===== src/rtl/memory_stage.sv =====
// memory_stage: dual-slot MEM stage; slot 0's access strictly precedes slot 1's on one dmem port.
// Optional MEM_TIMEOUT_EN: an access unacked for TIMEOUT_CYCLES is aborted and bus_err latches.
package memory_stage_pkg;
  typedef struct packed {
    logic        valid;
    logic        mem_read;
    logic        mem_write;
    logic        mem_size;
    logic [31:0] mem_addr;
    logic [15:0] store_data;
    logic [15:0] alu_result;
    logic [15:0] alu_result2;
    logic [3:0]  rd_addr;
    logic        rd_we;
    logic [3:0]  rd2_addr;
    logic        rd2_we;
    logic        z_flag;
    logic        v_flag;
    logic        is_halt;
  } ex_mem_t;

  typedef struct packed {
    logic        valid;
    logic [15:0] wb_data;
    logic [15:0] wb_data2;
    logic [3:0]  rd_addr;
    logic        rd_we;
    logic [3:0]  rd2_addr;
    logic        rd2_we;
    logic        z_flag;
    logic        v_flag;
    logic        is_halt;
  } mem_wb_t;
endpackage

module memory_stage
  import memory_stage_pkg::*;
#(
  parameter int ADDR_W         = 32,
  parameter int TIMEOUT_CYCLES = 64
) (
  input  logic              clk,
  input  logic              rst,
  input  ex_mem_t           ex_mem_0,
  input  ex_mem_t           ex_mem_1,
  output logic              stall,
  output logic              dmem_req,
  output logic              dmem_we,
  output logic              dmem_size,
  output logic [ADDR_W-1:0] dmem_addr,
  output logic [15:0]       dmem_wdata,
  input  logic              dmem_ack,
  input  logic [15:0]       dmem_rdata,
  output mem_wb_t           mem_wb_0,
  output mem_wb_t           mem_wb_1,
  output logic              bus_err
);

  typedef enum logic [1:0] {IDLE, ACC0, ACC1} state_t;

  state_t      state_q, state_d;
  ex_mem_t     hold0_q, hold0_d;
  ex_mem_t     hold1_q, hold1_d;
  logic [15:0] ld0_q, ld0_d;
  logic        halt0_q, halt0_d;
  mem_wb_t     wb0_q, wb0_d;
  mem_wb_t     wb1_q, wb1_d;
  logic        bus_err_q, bus_err_d;

  logic        sel1;
  logic        acc_size;
  logic        timeout_hit;
  logic        acc_done;
  logic        acc_to;
  logic [15:0] acc_data;

  function automatic logic is_mem(input ex_mem_t s);
    return s.valid && (s.mem_read || s.mem_write);
  endfunction

  function automatic logic [15:0] load_fmt(input logic size, input logic [15:0] d);
    return size ? d : {8'h00, d[7:0]};
  endfunction

  // ld is only used when the slot is a valid pure load; halt folds in an aborted access
  function automatic mem_wb_t to_wb(input ex_mem_t s, input logic [15:0] ld, input logic halt);
    mem_wb_t w;
    w.valid    = s.valid;
    w.wb_data  = (s.valid && s.mem_read && !s.mem_write) ? ld : s.alu_result;
    w.wb_data2 = s.alu_result2;
    w.rd_addr  = s.rd_addr;
    w.rd_we    = s.rd_we;
    w.rd2_addr = s.rd2_addr;
    w.rd2_we   = s.rd2_we;
    w.z_flag   = s.z_flag;
    w.v_flag   = s.v_flag;
    w.is_halt  = s.is_halt | halt;
    return w;
  endfunction

  assign sel1       = (state_q == ACC1);
  assign stall      = (state_q != IDLE);
  assign dmem_req   = (state_q != IDLE);
  assign dmem_we    = sel1 ? hold1_q.mem_write : hold0_q.mem_write;
  assign acc_size   = sel1 ? hold1_q.mem_size  : hold0_q.mem_size;
  assign dmem_size  = acc_size;
  assign dmem_addr  = sel1 ? hold1_q.mem_addr[ADDR_W-1:0] : hold0_q.mem_addr[ADDR_W-1:0];
  assign dmem_wdata = sel1 ? load_fmt(hold1_q.mem_size, hold1_q.store_data)
                           : load_fmt(hold0_q.mem_size, hold0_q.store_data);

`ifdef MEM_TIMEOUT_EN
  localparam int CNT_W = $clog2(TIMEOUT_CYCLES + 1);

  logic [CNT_W-1:0] wait_q, wait_d;

  assign timeout_hit = (state_q != IDLE) && (wait_q == CNT_W'(TIMEOUT_CYCLES - 1));

  // Cleared while idle and on every completion, so each ACCx starts counting from zero
  always_comb begin
    wait_d = wait_q;
    if (state_q == IDLE || acc_done) begin
      wait_d = '0;
    end else begin
      wait_d = wait_q + 1'b1;
    end
  end

  always_ff @(posedge clk) begin
    if (!rst) begin
      wait_q <= '0;
    end else begin
      wait_q <= wait_d;
    end
  end
`else
  logic unused_timeout;
  assign unused_timeout = ^TIMEOUT_CYCLES;
  assign timeout_hit    = 1'b0;
`endif

  // A real ack wins over a timeout landing in the same cycle
  assign acc_done = dmem_ack | timeout_hit;
  assign acc_to   = timeout_hit & ~dmem_ack;
  assign acc_data = dmem_ack ? load_fmt(acc_size, dmem_rdata) : 16'h0000;

  always_comb begin
    state_d   = state_q;
    hold0_d   = hold0_q;
    hold1_d   = hold1_q;
    ld0_d     = ld0_q;
    halt0_d   = halt0_q;
    wb0_d     = wb0_q;
    wb1_d     = wb1_q;
    bus_err_d = bus_err_q | acc_to;
    case (state_q)
      IDLE: begin
        if (is_mem(ex_mem_0) || is_mem(ex_mem_1)) begin
          hold0_d = ex_mem_0;
          hold1_d = ex_mem_1;
          halt0_d = 1'b0;
          wb0_d   = '0;
          wb1_d   = '0;
          state_d = is_mem(ex_mem_0) ? ACC0 : ACC1;
        end else begin
          wb0_d = to_wb(ex_mem_0, 16'h0000, 1'b0);
          wb1_d = to_wb(ex_mem_1, 16'h0000, 1'b0);
        end
      end
      ACC0: begin
        if (acc_done) begin
          ld0_d   = acc_data;
          halt0_d = acc_to;
          if (is_mem(hold1_q)) begin
            state_d = ACC1;
          end else begin
            wb0_d   = to_wb(hold0_q, acc_data, acc_to);
            wb1_d   = to_wb(hold1_q, 16'h0000, 1'b0);
            state_d = IDLE;
          end
        end
      end
      ACC1: begin
        if (acc_done) begin
          wb0_d   = to_wb(hold0_q, ld0_q, halt0_q);
          wb1_d   = to_wb(hold1_q, acc_data, acc_to);
          state_d = IDLE;
        end
      end
      default: state_d = IDLE;
    endcase
  end

  always_ff @(posedge clk) begin
    if (!rst) begin
      state_q   <= IDLE;
      hold0_q   <= '0;
      hold1_q   <= '0;
      ld0_q     <= '0;
      halt0_q   <= 1'b0;
      wb0_q     <= '0;
      wb1_q     <= '0;
      bus_err_q <= 1'b0;
    end else begin
      state_q   <= state_d;
      hold0_q   <= hold0_d;
      hold1_q   <= hold1_d;
      ld0_q     <= ld0_d;
      halt0_q   <= halt0_d;
      wb0_q     <= wb0_d;
      wb1_q     <= wb1_d;
      bus_err_q <= bus_err_d;
    end
  end

  assign mem_wb_0 = wb0_q;
  assign mem_wb_1 = wb1_q;
  assign bus_err  = bus_err_q;

endmodule

===== config.mk =====
export PLATFORM = sky130hd
export DESIGN_NAME = memory_stage
export DESIGN_NICKNAME = d
export VERILOG_FILES = /design/src/rtl/memory_stage.sv
export SDC_FILE = /design/constraint.sdc
export NUM_CORES = 1
export LEC_CHECK = 0
export CORE_ASPECT_RATIO = 1.1
export CORE_MARGIN = 4
export CORE_UTILIZATION = 47
export CTS_CLUSTER_DIAMETER = 40
export DETAILED_ROUTE_END_ITERATION = 12
export GPL_ROUTABILITY_DRIVEN = 0
export MAX_ROUTING_LAYER = met4
export PLACE_DENSITY = 0.79
export SYNTH_ARGS = -nofsm -noshare
export SYNTH_HDL_FRONTEND = slang
export SYNTH_SLANG_ARGS = --single-unit
export TNS_END_PERCENT = 30

===== constraint.sdc =====
create_clock -name clk -period 3.05 [get_ports clk]
set_input_delay 0.4575 -clock clk [delete_from_list [all_inputs] [get_ports clk]]
set_output_delay 0.4575 -clock clk [all_outputs]
set_load 0.01 [all_outputs]

==> reports/results.ini <==
[logic_synthesis]
syn-num-nets=1749
synthCells=1532
synthesis.area_sq_mm=0.0128
synth_cell_types=41
synth.avg_cell_area_sq_um=8.38
async_flop_share=0
synth-edff-count=0
synth_seq_cells=304
seq_area_frac_synth=0.474
yosys_warnings=0
synth_ff_type=dfxtp_1

[setup_path]
worstSetupStartpoint=state_q[0]
r2r-start=state_q[0]
reg2reg_slack_ns=0.44
startpoint_type=flop
worstPathRequired_ns=2.59
critPathKind=reg2out
cp_max_fo=33
r2r.worst_path.cells=8
max_stage_delay_ns=0.50
crit_path_top_delay_cell=ha_4
worst-path-buf-inv=2
end_kind=output port
crit_path_cell_trace=inv_2 -> ha_4 -> mux2_2 -> clkdlybuf4s50_1
path_delay_family=buffers and inverters
cp.arrival_ns=2.39
timing.rr.end=mem_wb_0[45]

[detailed_routing]
dr.pass1.iters=6
wire_per_inst_microns=18.2
antenna_left=0
vias=12200
drc_errors=0
viasPerCell=5.49
totalWireLength_microns=40300
first_iter_violations=1144

[cts]
htree_levels=2
cts_sinks=304
cts_tree=yes
cts-root-buf=clkbuf_16
path_clk_slew_ns=0.05
cts_buffers=42
clk_latency_ns=0.52
cts_buffer_depth=3
cts_hold_buffers=0

[placed_design]
io_buffer_count=356
dpl_cell_area_sq_mm=0.0166
dp_worst_setup_slack_ns=0.469
hpwl_microns=25800
placedCellCount=2129

[global_route]
grt_max_degree=102
first_global_vias=11700
grt_overflow=0
grt_use_total=0.256
antenna_found_initial=8
grt_pass1_wl_microns=62400

[run_status]
status=finished clean

[sta]
finalMaxSlewViolations=0
layout_setup_ws_ns=0.207
worst_slew_pin_slew_ns=0.759
hold_violations=0
grt_setup_unrepaired=false
fmax_mhz=352
finalCriticalPeriod_ns=2.84
post-route-period-util=0.932
finalSetupViolCount=0
slew_headroom=0.494
finalSetupTns_ns=0
clock_skew_ns=0.0150

[pwr]
power.leakage_uw=0.00689
seq_power_share=0.369
internal_power_uw=9080
switching_power_uw=3750
pwr-share-comb=0.233
ir_drop_v=0.000461
swShare=0.292
power_density_mw_per_mm2=707
clkPwrFrac=0.398

[floorplan]
dieWidth_microns=166
ios=358
initial_utilization=0.476
die_y_microns=181
die-area_sq_mm=0.0300
rows=63
coreArea_sq_mm=0.0270

[final_layout]
syn_to_final_growth_pct=41.3
finalNonFillerCells=2216
nets=2034
drive_above_1_share=0.0864
finalInstanceArea_sq_mm=0.0181

[worst_hold_path]
hold_depth=2
hp-start=rst
worstHoldEndpoint=hold0_q[37]
hold_class=in2reg

[run]
maxCapViolCount=0

==> final cells by class <==
class	instances	area, sq um
antenna	8	20.0
clock buffer	54	1220
clock inverter	24	282
fill	2162	8810
inverter	3	11.3
multi-input combinational	1084	6110
sequential	304	6090
tap	357	447
timing repair buffer	382	3980
==> metal layers <==
metal / global-route usage / up-vias / part of all wire
met5: - / - / 0
met4: 0.103 / 0 / 0.039
met3: 0.0581 / 98 / 0.078
met2: 0.410 / 516 / 0.48
met1: 0.315 / 5694 / 0.41
li1: - / 5859 / -
==> synthesized netlist by cell type, types with 4 or more instances <==
| master | number | share of area |
|---|---|---|
| a221oi_1 | 71 | 0.048 |
| a31oi_1 | 23 | 0.011 |
| ha_1 | 4 | 0.0039 |
| nor2_1 | 71 | 0.021 |
| a221oi_2 | 4 | 0.0047 |
| a32o_1 | 6 | 0.0047 |
| a21boi_0 | 178 | 0.10 |
| buf_4 | 10 | 0.0058 |
| a22oi_1 | 8 | 0.0047 |
| nand2_1 | 456 | 0.13 |
| buf_6 | 6 | 0.0053 |
| buf_2 | 56 | 0.022 |
| mux2_2 | 42 | 0.037 |
| o21ai_0 | 108 | 0.042 |
| a21oi_1 | 17 | 0.0066 |
| clkbuf_1 | 67 | 0.020 |
| a21boi_1 | 31 | 0.018 |
| a21o_1 | 4 | 0.0023 |
| and3_1 | 10 | 0.0049 |
| nand3_1 | 26 | 0.010 |
| dfxtp_1 | 304 | 0.47 |
==> kinds of logic after synthesis <==
logic type | synth area share
flip-flops | 0.474
AO/OA/AOI/OAI | 0.255
AND/OR/NAND/NOR | 0.177
multiplexers | 0.0368
other | 0.000292
buffers and inverters | 0.0540
adder cells (fa/ha/maj) | 0.00390
==> cells in the final DEF (no fill, tap or decap), types with 2 or more instances in the layout <==
| cell type | count |
|---|---|
| nand2_1 | 456 |
| clkdlybuf4s50_1 | 337 |
| dfxtp_1 | 304 |
| a21boi_0 | 178 |
| o21ai_0 | 108 |
| nor2_1 | 71 |
| a221oi_1 | 71 |
| clkbuf_16 | 45 |
| mux2_2 | 42 |
| a21boi_1 | 31 |
| nand3_1 | 26 |
| a31oi_1 | 23 |
| a21oi_1 | 17 |
| dlymetal6s2s_1 | 17 |
| buf_12 | 14 |
| buf_4 | 12 |
| and3_1 | 10 |
| diode_2 | 8 |
| a22oi_1 | 8 |
| clkinvlp_4 | 7 |
| a32o_1 | 6 |
| clkbuf_8 | 6 |
| inv_6 | 6 |
| a221oi_2 | 4 |
| a21o_1 | 4 |
| clkinv_2 | 4 |
| bufinv_16 | 4 |
| nand3b_1 | 3 |
| ha_1 | 3 |
| clkbuf_1 | 3 |
| o211ai_1 | 2 |
| inv_1 | 2 |
| o21a_2 | 2 |
| and3b_1 | 2 |
==> power by group through the flow <==
stage          clock (uW)  sequential [uW]  combinational, uW
5_1_grt              5350             4780               3250
6_report             5100             4730               2990
2_1_floorplan           0             4820               1580
3_3_place_gp            0             4800               2920
4_1_cts              5170             4730               3000
3_5_place_dp            0             4810               2980
==> stage by stage <==
step | utilization | hold slack [ns] | power, uW
6_report | 0.673 | 0.417 | 12800
2_1_floorplan | - | 0.435 | 6400
4_1_cts | 0.670 | 0.393 | 12900
3_3_place_gp | 0.614 | 0.440 | 7720
3_5_place_dp | 0.614 | 0.445 | 7790
5_1_grt | 0.673 | 0.420 | 13400
==> flip-flops by register name (all words and copies together) (netlist names) <==
| register | count |
|---|---|
| hold0_q | 97 |
| hold1_q | 97 |
| mem_wb_0 | 46 |
| mem_wb_1 | 46 |
| ld0_q | 16 |
| state_q | 2 |
==> worst max-delay path by stage <==
| stage | slack, ns | cells past startpoint | to |
|---|---|---|---|
| 3_3_place_gp | 0.55 | 6 | mem_wb_1[3] |
| 3_5_place_dp | 0.47 | 7 | mem_wb_1[28] |
| 2_1_floorplan | 1.05 | 6 | dmem_addr[15] |
| 4_1_cts | -0.07 | 4 | dmem_addr[31] |
| 5_1_grt | 0.09 | 5 | dmem_wdata[11] |
| 6_report | 0.21 | 4 | dmem_addr[31] |
==> timing repair <==
item | CTS | global route
endpoints found under the hold margin | 0 | 0
cloned | 0 | 0
resized for setup | 1 | 18
buffers inserted | 0 | 1
setup endpoints to repair | 43 | 49
No activity file was read; power rests on OpenSTA's default activity.
